--- config.mk ---
export PLATFORM = sky130hd
export DESIGN_NAME = portal_pipe_mux
export DESIGN_NICKNAME = d
export VERILOG_FILES = /design/src/rtl/portal_pipe_mux.sv
export SDC_FILE = /design/constraint.sdc
export NUM_CORES = 2
export LEC_CHECK = 0
export ABC_AREA = 1
export BUFFER_PORTS_ARGS = -buffer_cell sky130_fd_sc_hd__buf_2
export CORE_MARGIN = 1.5
export CORE_UTILIZATION = 49
export DETAILED_ROUTE_END_ITERATION = 10
export PLACE_DENSITY = 0.77
export SYNTH_ARGS = -nofsm -noshare
export SYNTH_HDL_FRONTEND = slang
export SYNTH_SLANG_ARGS = --single-unit
--- constraint.sdc ---
create_clock -name CLK -period 7.25 [get_ports CLK]
set_input_delay 1.0875 -clock CLK [delete_from_list [all_inputs] [get_ports CLK]]
set_output_delay 1.0875 -clock CLK [all_outputs]
set_load 0.1 [all_outputs]
--- src/rtl/portal_pipe_mux.sv ---
// portal_pipe_mux: merges NCHAN portal pipe streams onto one output pipe.
// Each channel owns a small FIFO; a round-robin or fixed-priority arbiter
// picks one non-empty FIFO per cycle and forwards its head word tagged with
// the channel index so a downstream demultiplexer can route it back.
module portal_pipe_mux #(
    parameter int NCHAN     = 4,
    parameter int WIDTH     = 96,
    parameter int DEPTH     = 4,
    parameter int PRIO_MODE = 0,
    parameter int ID_W      = (NCHAN > 1) ? $clog2(NCHAN) : 1
) (
    input  logic                   CLK,
    input  logic                   nRST,
    input  logic [NCHAN-1:0]       in_enq__ENA,
    input  logic [NCHAN*WIDTH-1:0] in_enq_v,
    output logic [NCHAN-1:0]       in_enq__RDY,
    output logic                   out_enq__ENA,
    output logic [ID_W+WIDTH-1:0]  out_enq_v,
    input  logic                   out_enq__RDY,
    input  logic                   rule_enable,
    output logic                   rule_ready,
    output logic [NCHAN-1:0]       err
);

    localparam int PTR_W = (DEPTH > 1) ? $clog2(DEPTH) : 1;
    localparam int CNT_W = PTR_W + 1;

    // Per-channel FIFO state
    logic [WIDTH-1:0] mem_r   [NCHAN][DEPTH];
    logic [PTR_W-1:0] wptr_r  [NCHAN];
    logic [PTR_W-1:0] rptr_r  [NCHAN];
    logic [CNT_W-1:0] cnt_r   [NCHAN];
    logic [CNT_W-1:0] cnt_nxt_s [NCHAN];
    logic [NCHAN-1:0] full_r;
    logic [NCHAN-1:0] err_r;
    logic [ID_W-1:0]  rr_ptr_r;

    // Arbitration / datapath
    logic [NCHAN-1:0]      req_s;
    logic                  any_req_s;
    logic [ID_W-1:0]       grant_s;
    logic                  found_s;
    logic                  fire_s;
    logic [NCHAN-1:0]      enq_s;
    logic [NCHAN-1:0]      deq_s;
    logic [NCHAN-1:0]      viol_s;
    logic [WIDTH-1:0]      head_s;
    logic [ID_W+WIDTH-1:0] out_v_s;

    // Ready is held low during reset and otherwise reflects registered fullness only
    assign in_enq__RDY  = {NCHAN{nRST}} & ~full_r;
    assign err          = err_r;
    assign rule_ready   = any_req_s & out_enq__RDY;
    assign fire_s       = rule_enable & rule_ready;
    assign out_enq__ENA = fire_s;
    assign out_enq_v    = out_v_s;

    // Request vector and accepted/dropped enqueues per channel
    always_comb begin
        req_s  = '0;
        enq_s  = '0;
        viol_s = '0;
        for (int i = 0; i < NCHAN; i++) begin
            req_s[i]  = (cnt_r[i] != '0);
            enq_s[i]  = in_enq__ENA[i] & in_enq__RDY[i];
            viol_s[i] = in_enq__ENA[i] & ~in_enq__RDY[i];
        end
        any_req_s = |req_s;
    end

    // Grant: first requester scanning upward from rr_ptr (or from 0 in priority mode)
    always_comb begin
        int base_v;
        int idx_v;
        grant_s = '0;
        found_s = 1'b0;
        base_v  = (PRIO_MODE != 0) ? 0 : int'(rr_ptr_r);
        idx_v   = 0;
        for (int k = 0; k < NCHAN; k++) begin
            idx_v = base_v + k;
            if (idx_v >= NCHAN) begin
                idx_v = idx_v - NCHAN;
            end else begin
                idx_v = idx_v;
            end
            if (!found_s && req_s[idx_v]) begin
                grant_s = idx_v[ID_W-1:0];
                found_s = 1'b1;
            end else begin
                found_s = found_s;
            end
        end
    end

    // Dequeue select and next occupancy per channel
    always_comb begin
        deq_s = '0;
        for (int i = 0; i < NCHAN; i++) begin
            deq_s[i]     = fire_s && (grant_s == ID_W'(i));
            cnt_nxt_s[i] = cnt_r[i];
            case ({enq_s[i], deq_s[i]})
                2'b10:   cnt_nxt_s[i] = cnt_r[i] + CNT_W'(1);
                2'b01:   cnt_nxt_s[i] = cnt_r[i] - CNT_W'(1);
                default: cnt_nxt_s[i] = cnt_r[i];
            endcase
        end
    end

    // Output word: tagged head of the granted FIFO, zero when nothing is queued
    always_comb begin
        head_s = mem_r[grant_s][rptr_r[grant_s]];
        if (any_req_s) begin
            out_v_s = {grant_s, head_s};
        end else begin
            out_v_s = '0;
        end
    end

    // FIFO pointers, occupancy, fullness and sticky violation flags
    always_ff @(posedge CLK or negedge nRST) begin
        if (!nRST) begin
            for (int i = 0; i < NCHAN; i++) begin
                wptr_r[i] <= '0;
                rptr_r[i] <= '0;
                cnt_r[i]  <= '0;
            end
            full_r <= '0;
            err_r  <= '0;
        end else begin
            for (int i = 0; i < NCHAN; i++) begin
                if (enq_s[i]) begin
                    wptr_r[i] <= wptr_r[i] + PTR_W'(1);
                end
                if (deq_s[i]) begin
                    rptr_r[i] <= rptr_r[i] + PTR_W'(1);
                end
                cnt_r[i]  <= cnt_nxt_s[i];
                full_r[i] <= (cnt_nxt_s[i] == CNT_W'(DEPTH));
                if (viol_s[i]) begin
                    err_r[i] <= 1'b1;
                end
            end
        end
    end

    // Round-robin pointer moves past the winner only when a word is forwarded
    always_ff @(posedge CLK or negedge nRST) begin
        if (!nRST) begin
            rr_ptr_r <= '0;
        end else if (fire_s && (PRIO_MODE == 0)) begin
            if (int'(grant_s) == NCHAN - 1) begin
                rr_ptr_r <= '0;
            end else begin
                rr_ptr_r <= grant_s + ID_W'(1);
            end
        end
    end

    // Payload storage; contents are never visible unless the slot is counted as occupied
    always_ff @(posedge CLK) begin
        for (int i = 0; i < NCHAN; i++) begin
            if (enq_s[i]) begin
                mem_r[i][wptr_r[i]] <= in_enq_v[i*WIDTH +: WIDTH];
            end
        end
    end

endmodule

==> flow_results.org <==
** Outcome
- Status :: finished, final reports clean

** CTS
- TritonCTS clock tree :: yes
- Clock-pin slew was measured on the worst setup and hold paths at about 60 ps.
- Clock tree synthesis found a total of between 1500 and 2000 sinks.
- In this run, CTS created clock tree buffers numbering around 160.
- The H-tree was split into 4 levels.
- Library cell used as clock root buffer :: clkbuf_16
- After clock tree synthesis, the setup repair step added 0 buffers.
- Insertion delay to the later sink of the worst-skew pair :: ~800 ps
- In this run the deepest clock path goes through 3 buffers.

** Layout
- Storage cell area :: 47080 µm²
- Final net count :: 7052
- The finished cells cover just under 80000 µm².
- Number of fill cells in the layout :: 10681
- The multi-input combinational cells in the finished layout cover a total of ~17000 µm².
- The area growth from synthesis to layout is 15.38%.
- Proportion of layout cells with a drive suffix above 1 :: 0.1343

** Routing
- The detailed router finished its first iteration with around 5700 violations.
- Residual DRC count :: 0
- Dividing the detail-routed wire length by the instance count gives between 20 and 25 µm.
- Routed vias/inst :: 5.548
- Before antenna repair, the detailed router went through 7 iterations.
- Remaining antenna violation count after routing :: 0
- Detailed routing inserted a total of around 48000 vias.
- Drt total wl :: about 200000 µm

** GRT
- For this run, global-route usage on met1 was measured as 0.3495.
- Remaining Overflow, GRT :: 0
- Maximum number of pins on one net before global-route repair :: about 220
- The global routing stage identified its most utilized layer as met2.
- Fraction of met3 tracks used by global routing :: 0.07945
- Wire length of the first global-routing pass :: between 200000 and 300000 µm
- Antenna violations before repair :: 92
- Met2 Usage GRT :: 0.4616
- Across every metal layer, demand over resource in global routing totals 0.2818.
- Via count of the first global-routing pass :: between 40000 and 50000

** Placed design
- Prior to clock tree synthesis, the placed netlist has a worst setup slack of approximately 1100 ps.
- At the end of routability-driven placement, the weighted congestion stood at between 0.8 and 0.9.
- Cell area after placement :: a little over 70000 µm²
- Port Buffers :: between 400 and 500
- Detailed placement finished with a half-perimeter wire length of roughly 110000 µm.

** Logic synthesis
- Biggest area contributors in the synthesized netlist :: edfxtp_1, nand2_1, nor2_1
- In the synthesized netlist, the number of instances is roughly 6200.
- In the post-synthesis netlist, the cell with the most instances is edfxtp_1.
- In this run, distinct cell masters in the synthesized netlist total 35.
- The number of nets handed over by synthesis was around 6600.
- Number of flip-flops and latches in the synthesized netlist :: between 1500 and 2000
- Most used standard cells in the synthesized netlist :: edfxtp_1, nand2_1, nor2_1
- Share of synthesized area occupied by flip-flops and latches :: 0.7015
- Number of flops mapped to enable cells by yosys :: roughly 1500
- The mapped netlist covers 67110 µm².
- During synthesis, Yosys emitted a total of 0 warnings.
- Primary flip-flop cell chosen by synthesis mapping :: edfxtp_1
- Leading area contributor after synthesis :: edfxtp_1
- Fraction of registers with async set or reset after synthesis :: 0.02414
- The share of synthesized area in the top cell type comes to 0.6873.
- Avg Synthesized Cell Area :: 10.81 µm²

** Timing
- On the final layout, the worst clock skew is 28.09 ps.
- Ratio of final minimum period to clock period :: 0.9417
- Fmax :: 146.5 MHz
- After layout, the worst setup slack is ~420 ps.
- Final number of hold-violating endpoints :: 0
- Setup violations remaining at the end of the flow were counted as 0.
- Final Slew Violations :: 0
- RSZ-0062 raised after global routing :: false
- Normalized max-slew margin :: 0.1285
- Least-Margin Pin Slew :: roughly 1300 ps
- After layout, the minimum clock period comes to a little under 7000 ps.

** Hold path
- In this run the worst hold path is classified as in -> async.

** Floorplan
- Placement row count :: between 100 and 150
- The die is between 300 and 400 µm wide.
- The floorplan step defined a core boundary enclosing 135600 µm².
- The die covers ~140000 µm².
- The floorplan step set the die height to 373.1 µm.
- # IOs :: 500
- The initial utilization of the core area, before any placement, comes to 0.4947.

** Setup path
- Type of the worst setup path :: reg -> out
- CP endpoint kind :: output port
- Req. time, crit path :: a little over 6000 ps
- Critical path startpoint category :: flop
- Data arrives at the worst endpoint at 5740 ps.
- Along the worst path, the maximum fanout reaches slightly above 80.

** Job
- The tool flagged a number of max-cap violations equal to 0.
[sequential cells by signal, summed over array words and instances, names as in the netlist]
name / count
rptr_r: 8
mem_r: 1536
wptr_r: 8
err: 4
rr_ptr_r: 2
cnt_r: 12
full_r: 4
[per-stage QoR]
| stage | hold slack, ps | instances | utilization | setup TNS, ps |
|---|---|---|---|---|
| floorplan | 442.0 | 6208 | - | -580110 |
| global placement | 454.2 | 8252 | 0.5328 | 0 |
| detailed placement | 464.4 | 8252 | 0.5328 | 0 |
| CTS | 392.7 | 8542 | 0.5700 | 0 |
| global route | 457.4 | 8565 | 0.5705 | 0 |
| finish | 428.0 | 8585 | 0.5709 | 0 |
[path summary, 6_finish.rpt]
| kind | startpoint | endpoint | slack, ps | cells after the start |
|---|---|---|---|---|
| max | rr_ptr_r[0] | out_enq_v[15] | 420 | 17 |
| min in group CLK | err[2] | err[2] | 480 | 1 |
| min reg2reg | err[2] | err[2] | 480 | 1 |
| min | nRST | err[3] | 430 | 1 |
| max reg2reg | rr_ptr_r[0] | full_r[2] | 1730 | 18 |
| max in group asynchronous | nRST | wptr_r[0] | 6240 | 1 |
[cells in the final DEF (no fill, tap or decap), drive strengths merged]
cell,instances
o21ai,202
nor2,1255
nor3b,4
buf,580
nor4,1
xnor2,7
clkbuf,197
nand3b,193
inv,554
or2,128
clkinv,71
o211ai,10
edfxtp,1536
o21bai,4
clkinvlp,4
nor3,1
fa,4
xor2,12
bufinv,8
ha,21
a21oi,11
nand3,386
dfrtp,38
diode,43
nand2,1534
[layout make-up]
class                           count  area share
Clock buffer                      197     0.05460
Timing Repair Buffer              580     0.05496
Tap cell                         1781     0.02878
Inverter                          544     0.02640
Antenna cell                       43    0.001390
Clock inverter                     93     0.01071
Sequential cell                  1574      0.6080
Multi-Input combinational cell   3773      0.2152
[logic make-up (layout without fill, tap and decap cells)]
group           count (synthesis)  in the layout  synth area share
buf+inv                       861           1414           0.05355
xor+xnor                       19             19          0.002480
fa+ha+maj                      25             25          0.005109
flops                        1574           1574            0.7015
simple gates                 3502           3502            0.2198
compound gates                227            227           0.01753
other cells                     0             43                 0
[critical path, stage by stage (launching register included)]
cell and delay [ps]:
dfrtp_1 550, inv_2 210, nand3_1 170, nand3_1 150, nand2_1 100, nor2_1 240, nand2_1 230, nand2_8 310
nand2_8 280, nand2_8 580, buf_6 690, o21ai_0 240, nor2_1 180, nand2_1 60, nand2_1 70, nor2_1 50
nor2_1 260, buf_2 490
[layer usage]
| layer | part of all wire | up-vias | routed length (µm) |
|---|---|---|---|
| li1 | - | 21283 | - |
| met1 | 0.36 | 22599 | 70670 |
| met2 | 0.47 | 3028 | 94270 |
| met3 | 0.13 | 617 | 25710 |
| met4 | 0.037 | 104 | 7276 |
| met5 | 0.0031 | - | 620 |
[timing repair]
action	in CTS	in global routing
resized for setup	0	1
setup endpoints to repair	0	2
hold buffers	0	0
Power is left out: the tool's default activity adds up to more than one toggle a clock period on the data nets, which glitch-free logic cannot reach.
